**src/rtl/spi_pkg.sv**
```systemverilog
// spi_pkg: shared state encoding, default sizes and counter-width helper for the SPI master
package spi_pkg;
  typedef enum logic [2:0] {IDLE, LEAD, HIGH, LOW, TRAIL} state_t;
  localparam int DEF_DATA_WIDTH = 8;
  localparam int DEF_CLK_DIV = 2;
  function automatic int cw(input int n);
    return n < 2 ? 1 : $clog2(n);
  endfunction
endpackage

```
**src/rtl/spi_clk_div.sv**
```systemverilog
// spi_clk_div: half-period timer, ticks once every CLK_DIV cycles after a restart
module spi_clk_div import spi_pkg::*; #(
  parameter int CLK_DIV = DEF_CLK_DIV
) (
  input  logic clk,
  input  logic reset,
  input  logic restart,
  output logic tick
);
  localparam int W = cw(CLK_DIV);
  logic [W-1:0] cnt;
  assign tick = cnt == W'(CLK_DIV - 1);
  always_ff @(posedge clk)
    if (reset || restart || tick) cnt <= '0;
    else cnt <= cnt + 1'b1;
endmodule

```
**src/rtl/spi_master.sv**
```systemverilog
// spi_master: mode-0 SPI master, one full-duplex frame per start; SPI_MASTER_LSB_FIRST_EN selects LSB-first
module spi_master import spi_pkg::*; #(
  parameter int DATA_WIDTH = DEF_DATA_WIDTH,
  parameter int CLK_DIV = DEF_CLK_DIV
) (
  input  logic                  clk,
  input  logic                  reset,
  input  logic                  start,
  input  logic [DATA_WIDTH-1:0] tx_data,
  output logic                  busy,
  output logic                  done,
  output logic [DATA_WIDTH-1:0] rx_data,
  output logic                  sclk,
  output logic                  CS,
  output logic                  MOSI,
  input  logic                  MISO
);
  localparam int BW = cw(DATA_WIDTH);
  state_t state, state_n;
  logic [DATA_WIDTH-1:0] tx_sr, tx_n, rx_sr, rs_n, rx_n, tx_shift, rx_shift;
  logic [BW-1:0] bit_cnt, bc_n;
  logic busy_n, done_n, sclk_n, cs_n, mosi_n, tick, restart;
`ifdef SPI_MASTER_LSB_FIRST_EN
  localparam int FIRST = 0;
  assign tx_shift = tx_sr >> 1;
  assign rx_shift = {MISO, rx_sr[DATA_WIDTH-1:1]};
`else
  localparam int FIRST = DATA_WIDTH - 1;
  assign tx_shift = tx_sr << 1;
  assign rx_shift = {rx_sr[DATA_WIDTH-2:0], MISO};
`endif
  assign restart = state == IDLE || state_n != state;
  spi_clk_div #(.CLK_DIV(CLK_DIV)) u_div (.clk(clk), .reset(reset), .restart(restart), .tick(tick));
  always_comb begin
    state_n = state;
    busy_n = busy;
    done_n = 1'b0;
    rx_n = rx_data;
    sclk_n = sclk;
    cs_n = CS;
    mosi_n = MOSI;
    tx_n = tx_sr;
    rs_n = rx_sr;
    bc_n = bit_cnt;
    case (state)
      IDLE: if (start) begin
        tx_n = tx_data;
        cs_n = 1'b0;
        mosi_n = tx_data[FIRST];
        busy_n = 1'b1;
        bc_n = '0;
        state_n = LEAD;
      end
      LEAD, LOW: if (tick) begin
        sclk_n = 1'b1;
        rs_n = rx_shift;
        state_n = HIGH;
      end
      HIGH: if (tick) begin
        sclk_n = 1'b0;
        if (bit_cnt == BW'(DATA_WIDTH - 1)) state_n = TRAIL;
        else begin
          bc_n = bit_cnt + 1'b1;
          tx_n = tx_shift;
          mosi_n = tx_shift[FIRST];
          state_n = LOW;
        end
      end
      TRAIL: if (tick) begin
        cs_n = 1'b1;
        rx_n = rx_sr;
        done_n = 1'b1;
        busy_n = 1'b0;
        mosi_n = 1'b0;
        state_n = IDLE;
      end
      default: state_n = IDLE;
    endcase
  end
  always_ff @(posedge clk)
    if (reset) begin
      state <= IDLE;
      busy <= 1'b0;
      done <= 1'b0;
      rx_data <= '0;
      sclk <= 1'b0;
      CS <= 1'b1;
      MOSI <= 1'b0;
      tx_sr <= '0;
      rx_sr <= '0;
      bit_cnt <= '0;
    end else begin
      state <= state_n;
      busy <= busy_n;
      done <= done_n;
      rx_data <= rx_n;
      sclk <= sclk_n;
      CS <= cs_n;
      MOSI <= mosi_n;
      tx_sr <= tx_n;
      rx_sr <= rs_n;
      bit_cnt <= bc_n;
    end
endmodule

```
**config.mk**
```make
export PLATFORM = sky130hd
export DESIGN_NAME = spi_master
export DESIGN_NICKNAME = d
export VERILOG_FILES = /design/src/rtl/spi_pkg.sv /design/src/rtl/spi_clk_div.sv /design/src/rtl/spi_master.sv
export SDC_FILE = /design/constraint.sdc
export NUM_CORES = 1
export LEC_CHECK = 0
export BUFFER_PORTS_ARGS = -buffer_cell sky130_fd_sc_hd__buf_4
export CAP_MARGIN = 20
export CORE_ASPECT_RATIO = 0.75
export CORE_UTILIZATION = 50
export CTS_CLUSTER_DIAMETER = 150
export DETAILED_ROUTE_END_ITERATION = 10
export PLACE_DENSITY = 0.83
export RECOVER_POWER = 50
export SYNTH_ARGS = -nofsm -noshare
export SYNTH_HDL_FRONTEND = slang
export SYNTH_HIERARCHICAL = 1
export SYNTH_SLANG_ARGS = --single-unit
```
**constraint.sdc**
```tcl
create_clock -name clk -period 2.2 [get_ports clk]
set_input_delay 0.22 -clock clk [delete_from_list [all_inputs] [get_ports clk]]
set_output_delay 0.22 -clock clk [all_outputs]
set_load 0.05 [all_outputs]
```
# ---- Word-level counts from Yosys, hierarchy flattened
# Index checks and enable logic that the tools add are counted.
dict set report totals {
  ff_bits 35
  latchBits 0
  ramBits 0
  romBits 0
  in_bits 12
  output_inout_bits 13
  elab_cells 67
  mem_count 0
}
dict set report op_classes {
  add_sub_neg 2
  multipliers 0
  n_div 0
  order_cmp 0
  n_eq_ne 11
  shift 0
  mux 26
  bitwise_logic 1
  n_reduce_logical 16
}
# cell n
set ops {}
lappend ops {{3-bit 2-to-1 mux} 8}
lappend ops {{7-bit 2-to-1 mux} 3}
lappend ops {{7-bit case mux with 2 select lines} 1}
lappend ops {{3-bit case mux with 4 select lines} 1}
lappend ops {{1-bit 2-to-1 mux} 8}
lappend ops {{3-bit by 2-bit equality test with 1-bit output (second input constant)} 2}
lappend ops {{3-bit equality test (second input constant)} 2}
lappend ops {{2-bit by 1-bit inequality test with 1-bit output (second input constant)} 3}
lappend ops {{1-bit case mux with 2 select lines} 3}
lappend ops {{3-bit case mux with 2 select lines} 1}
lappend ops {{3-bit AND reduction} 2}
lappend ops {{2-bit nonzero test} 3}
lappend ops {{5-bit AND reduction} 1}
lappend ops {{2-bit inequality test (second input constant)} 2}
lappend ops {{2-bit AND reduction} 2}
lappend ops {{4-bit AND reduction} 1}
lappend ops {{2-bit OR reduction} 2}
lappend ops {{3-bit by 1-bit adder with 3-bit output (second input constant)} 1}
lappend ops {{3-bit by 1-bit equality test with 1-bit output (second input constant)} 1}
lappend ops {{3-bit zero test} 1}
lappend ops {{1-bit logical OR} 3}
lappend ops {{3-bit inequality test} 1}
lappend ops {{1-bit case mux with 3 select lines} 1}
lappend ops {{3-bit nonzero test} 1}
lappend ops {{other kinds (2)} 2}

# ---- Depth between registers and ports, before layout
dict set report logic_depth {
  depth_word 8
  ltp_mapped 6
  mapped_depth_nobuf 5
}

# ---- Modules after synthesis
# Netlist, hierarchy kept.
# mod instances cells_per_inst area_each_um2 seq_area_each_um2
set modules_own_cells {}
lappend modules_own_cells {spi_master 1 146 1492.7 680.7}
lappend modules_own_cells {spi_clk_div 1 2 30.0 20.0}

# ---- Worst setup path before layout
# No wires, ideal clock.
dict set report synth_path {
  path_kind {reg-to-reg}
  startpoint {register bit_cnt[0]}
  endpoint {register bit_cnt[1]}
  setup_ns 0.117
  arrival_time_ns 1.594
  required_time_ns 2.083
  path_slack_ns 0.489
  stages_incl_launch_ff 7
  period_less_slack_ns 1.711
  cell_sequence {dfxtp_1 ha_1 ha_1 nand3b_2 a211o_1 buf_6 a32o_2}
}
dict set report synth_between {
  elab_chain_len 4
  word_cells_on_any_way 7
  classes_between {add/sub: 1; eq/ne: 2; mux: 3; reduce/logical: 1}
}
# item line
set synth_rtl {}
lappend synth_rtl {{start: declaration} spi_master.sv:21} ;# logic [BW-1:0] bit_cnt, bc_n;
lappend synth_rtl {{start signal: assignment} spi_master.sv:102} ;# bit_cnt <= bc_n;
lappend synth_rtl {{3-bit by 1-bit adder with 3-bit output} spi_master.sv:63} ;# bc_n = bit_cnt + 1'b1;
lappend synth_rtl {{3-bit 2-to-1 mux} spi_master.sv:61} ;# if (bit_cnt == BW'(DATA_WIDTH - 1)) state_n = TRAIL;
lappend synth_rtl {{3-bit 2-to-1 mux} spi_master.sv:59} ;# HIGH: if (tick) begin
lappend synth_rtl {{3-bit case mux with 2 select lines} spi_master.sv:45} ;# case (state)
# Several ways; a longest one is shown, not always the timed one. The select of a mux whose other input is x is not followed.
# A chain may end at the register's enable or synchronous reset.

# ---- Worst setup path after layout
dict set report layout_path {
  startpoint {register bit_cnt[0]}
  endpoint {register tx_sr[0]}
}
dict set report layout_between {
  elab_chain_len 3
}
# item line
set layout_rtl {}
lappend layout_rtl {{3-bit equality test} spi_master.sv:61}
lappend layout_rtl {{2-bit inequality test (no line)} n/a}
lappend layout_rtl {{4-bit AND reduction (no line)} n/a}
lappend layout_rtl {{end signal: assignment} spi_master.sv:100} ;# tx_sr <= tx_n;
lappend layout_rtl {{end: declaration} spi_master.sv:20} ;# logic [DATA_WIDTH-1:0] tx_sr, tx_n, rx_sr, rs_n, rx_n, tx_shift, rx_shift;
# Every way passes these cells.

==> results.md <==
* Measured slew at the worst slew-check pin at slightly above 0.6 ns
* ANT cells at 0
* Initial antenna violation count at 0
* Clock tree root driver cell: clkbuf_8
* Netlist cell types at 43
* Setup TNS at 0 ns
* Yosys reg bits at 35
* Post-CTS sizing at 0
* # Post-CTS Setup Buffers at 0
* H-tree levels at 2
* Crit path DAT at around 2.1 ns
* WP data required at 2.37 ns
* Pre-antenna DRT Iters at 4
* Worst r2r src: bit_cnt[0]$_SDFFE_PP0P_
* Cell Area, Synth at about 1500 um^2
* Clk pin slew, worst setup/hold paths at around 0.070 ns
* Status: finished, final reports clean
* CTS tree: done
* DP Cell Count at 199
* Post-synth EDFFs at 0
* Clk pwr share at between 40% and 50%
* Int Pwr at roughly 0.0010 W
* Setup WS post-layout at 0.296 ns
* Synth top area share at 46.0%
* Total gr overflow at 0
* Area Overhead vs Synth at 15.0%
* Slew headroom at between 50% and 60%
* Area leader, netlist: dfxtp_1
* Synth async-reset ratio at 0%
* CP top delay family: compound AO/OA/AOI/OAI gates
* Pleak at 0.754 nW
* Comb pwr share at a little under a tenth
* Clk buf depth at 2
* Worst min path class: in -> reg
* Crit end category: register
* Io pins at 25
* Util after Layout at 63.8%
* Total GRT Usage at about a fifth
* Register area at around 700 um^2
* CTS Sinks at 35
* Synth top area cells: dfxtp_1 46%, mux2i_1 9.9%, mux2_2 5.2%, a22o_1 4.6%, nand2_1 3.7%
* Pwr dens at 783 nW/um^2
* Hold Slack at ~0.19 ns
* Die Width at between 60 and 70 um
* Critical path origin: bit_cnt[0]$_SDFFE_PP0P_
* Yosys warns at 6
* Seq pwr share at between 40% and 50%
* Die area at 3270 um^2
* Post-route insts no fill at slightly above 200
* Cells after Synth at ~150
* Switching power at 0.000326 W
* Clock latency on the worst-skew pair at 0.28 ns
* Startpoint types: register
* Peak VDD IR at 0.386 mV
* Die Height at around 50 um
* # rows at 16
* Mapped Nets at approximately 160
* Routed wire length at between 2000 and 3000 um
* Sw Ratio at between 20% and 30%
* Vias at ~1200
* Crit path cell chain: ha_1, ha_1, nand3b_2, a211o_1, a32o_2
* PortBufs at 24
* Multi-input logic area at about 730 um^2
* RSZ-0062 raised after global routing: false
* DRC Markers at 0
* WS Path Type: reg -> reg
* Layout Nets at ~180
* Initial DRC count at between 70 and 80
* Final HPWL DP at roughly 2000 um
* Slowest cell on the critical path: a211o_1
* Filler cell count at 230
* Most used cell, CP: ha_1
* Most frequent cells in the layout: 35 x dfxtp_1, 15 x mux2i_1, 15 x nand2_1
* Max-cap violation count at 0
* Remaining antenna violation count after routing at 0
* Min-delay src: MISO
* Vias in the first global route at between 1000 and 1500
* Largest net degree at the start of global routing at 19
* Layout cell share with drive strength beyond 1 at 19.9%
* Routed vias/inst at about 5.7
* Primary FF master, synth: dfxtp_1
* Sequential area share after synthesis at approximately 46%
* CP Max Fanout at 10
* Slew Viols, Final at 0
* RD Place Congestion at 0.787
* Routed wire per std cell at roughly 14 um
* FMAX at ~530 MHz
* CTS Hold Bufs at 0
* CP bufs+invs at 0
* Final Cycle Share at 86.6%
* Initial Utilization at between 50% and 60%
* Final setup vio count at 0
* Clock buffer count from CTS at 5
* Most common cell after layout, fill and taps aside: dfxtp_1
* CP max stage delay at between 0.4 and 0.5 ns
* Core box area at ~2700 um^2
* Skew final at around 0.0083 ns
* First-pass GRT wire length at around 5000 um
* Hold Fails Final Rpt at 0
* Place WS at approximately 0.31 ns
* Syn avg cell area at around 10 um^2
* Tmin final at 1.90 ns
==> cells in the mapped netlist (all sizes together), types with 2 or more instances <==
cell type,count
a21oi,2
nand3b,5
mux2,7
a22o,8
mux2i,15
inv,3
a32o,3
ha,2
dfxtp,35
o21ai,4
nor2,11
nand2,15
buf,7
clkbuf,4
nor4b,2
nor3,3
a31oi,2
==> power groups by stage <==
stage          clock (W)  sequential [W]  combinational, W
2_1_floorplan          0        0.000700         0.0000886
3_3_place_gp           0        0.000690          0.000129
3_5_place_dp           0        0.000692          0.000133
4_1_cts         0.000575        0.000678          0.000134
5_1_grt         0.000617        0.000681          0.000137
6_report        0.000567        0.000678          0.000126
==> per-stage QoR <==
stage / power [W] / area [um^2]
2_1_floorplan: 0.000788 / 1520
3_3_place_gp: 0.000819 / 1700
3_5_place_dp: 0.000825 / 1700
4_1_cts: 0.00139 / 1810
5_1_grt: 0.00143 / 1750
6_report: 0.00137 / 1750
==> layer usage <==
metal  up-vias  share of wire [%]  global-route usage (%)
li1        579                  -                       -
met4         0               0.83                    6.16
met2        24                 45                    30.6
met1       577                 50                    25.9
met5         -                  0                       0
met3         4                4.4                    6.71
==> logic make-up after synthesis <==
logic type                 after synthesis  share of synthesized area (%)
AOI/OAI and AO/OA                       26                           13.5
adders and majority gates                2                           1.64
buffers and inverters                   15                           5.42
DFF                                     35                           46.0
muxes                                   22                           15.0
and+or+nand+nor                         48                           18.4
==> final timing paths <==
check	to	slack, ns	cells past startpoint
max reg2reg	tx_sr[0]$_SDFFE_PP0P_	0.30	5
max	tx_sr[0]$_SDFFE_PP0P_	0.30	5
min	rx_sr[0]$_SDFFE_PP0P_	0.19	3
min reg2reg	tx_sr[3]$_SDFFE_PP0P_	0.46	2
==> sequential cells by signal, indices dropped and copies added (netlist names), 3 cells and up <==
register  cells
rx_data       8
tx_sr         7
rx_sr         8
state         3
bit_cnt       3
==> tightest hold or removal path, delay by kind of cell <==
kind / cells / cell delay, ns
multiplexers: 1 / 0.06
AND/OR/NAND/NOR: 1 / 0.08
buffers and inverters: 1 / 0.08
==> cell type report <==
type                            count  area share, %
Multi-Input combinational cell     98           42.0
Sequential cell                    35           40.0
Timing Repair Buffer               26           8.15
Clock buffer                        5           3.93
Tap cell                           36           2.57
Clock inverter                      3           2.50
Inverter                            4          0.858
(Power assumes the default switching activity.)
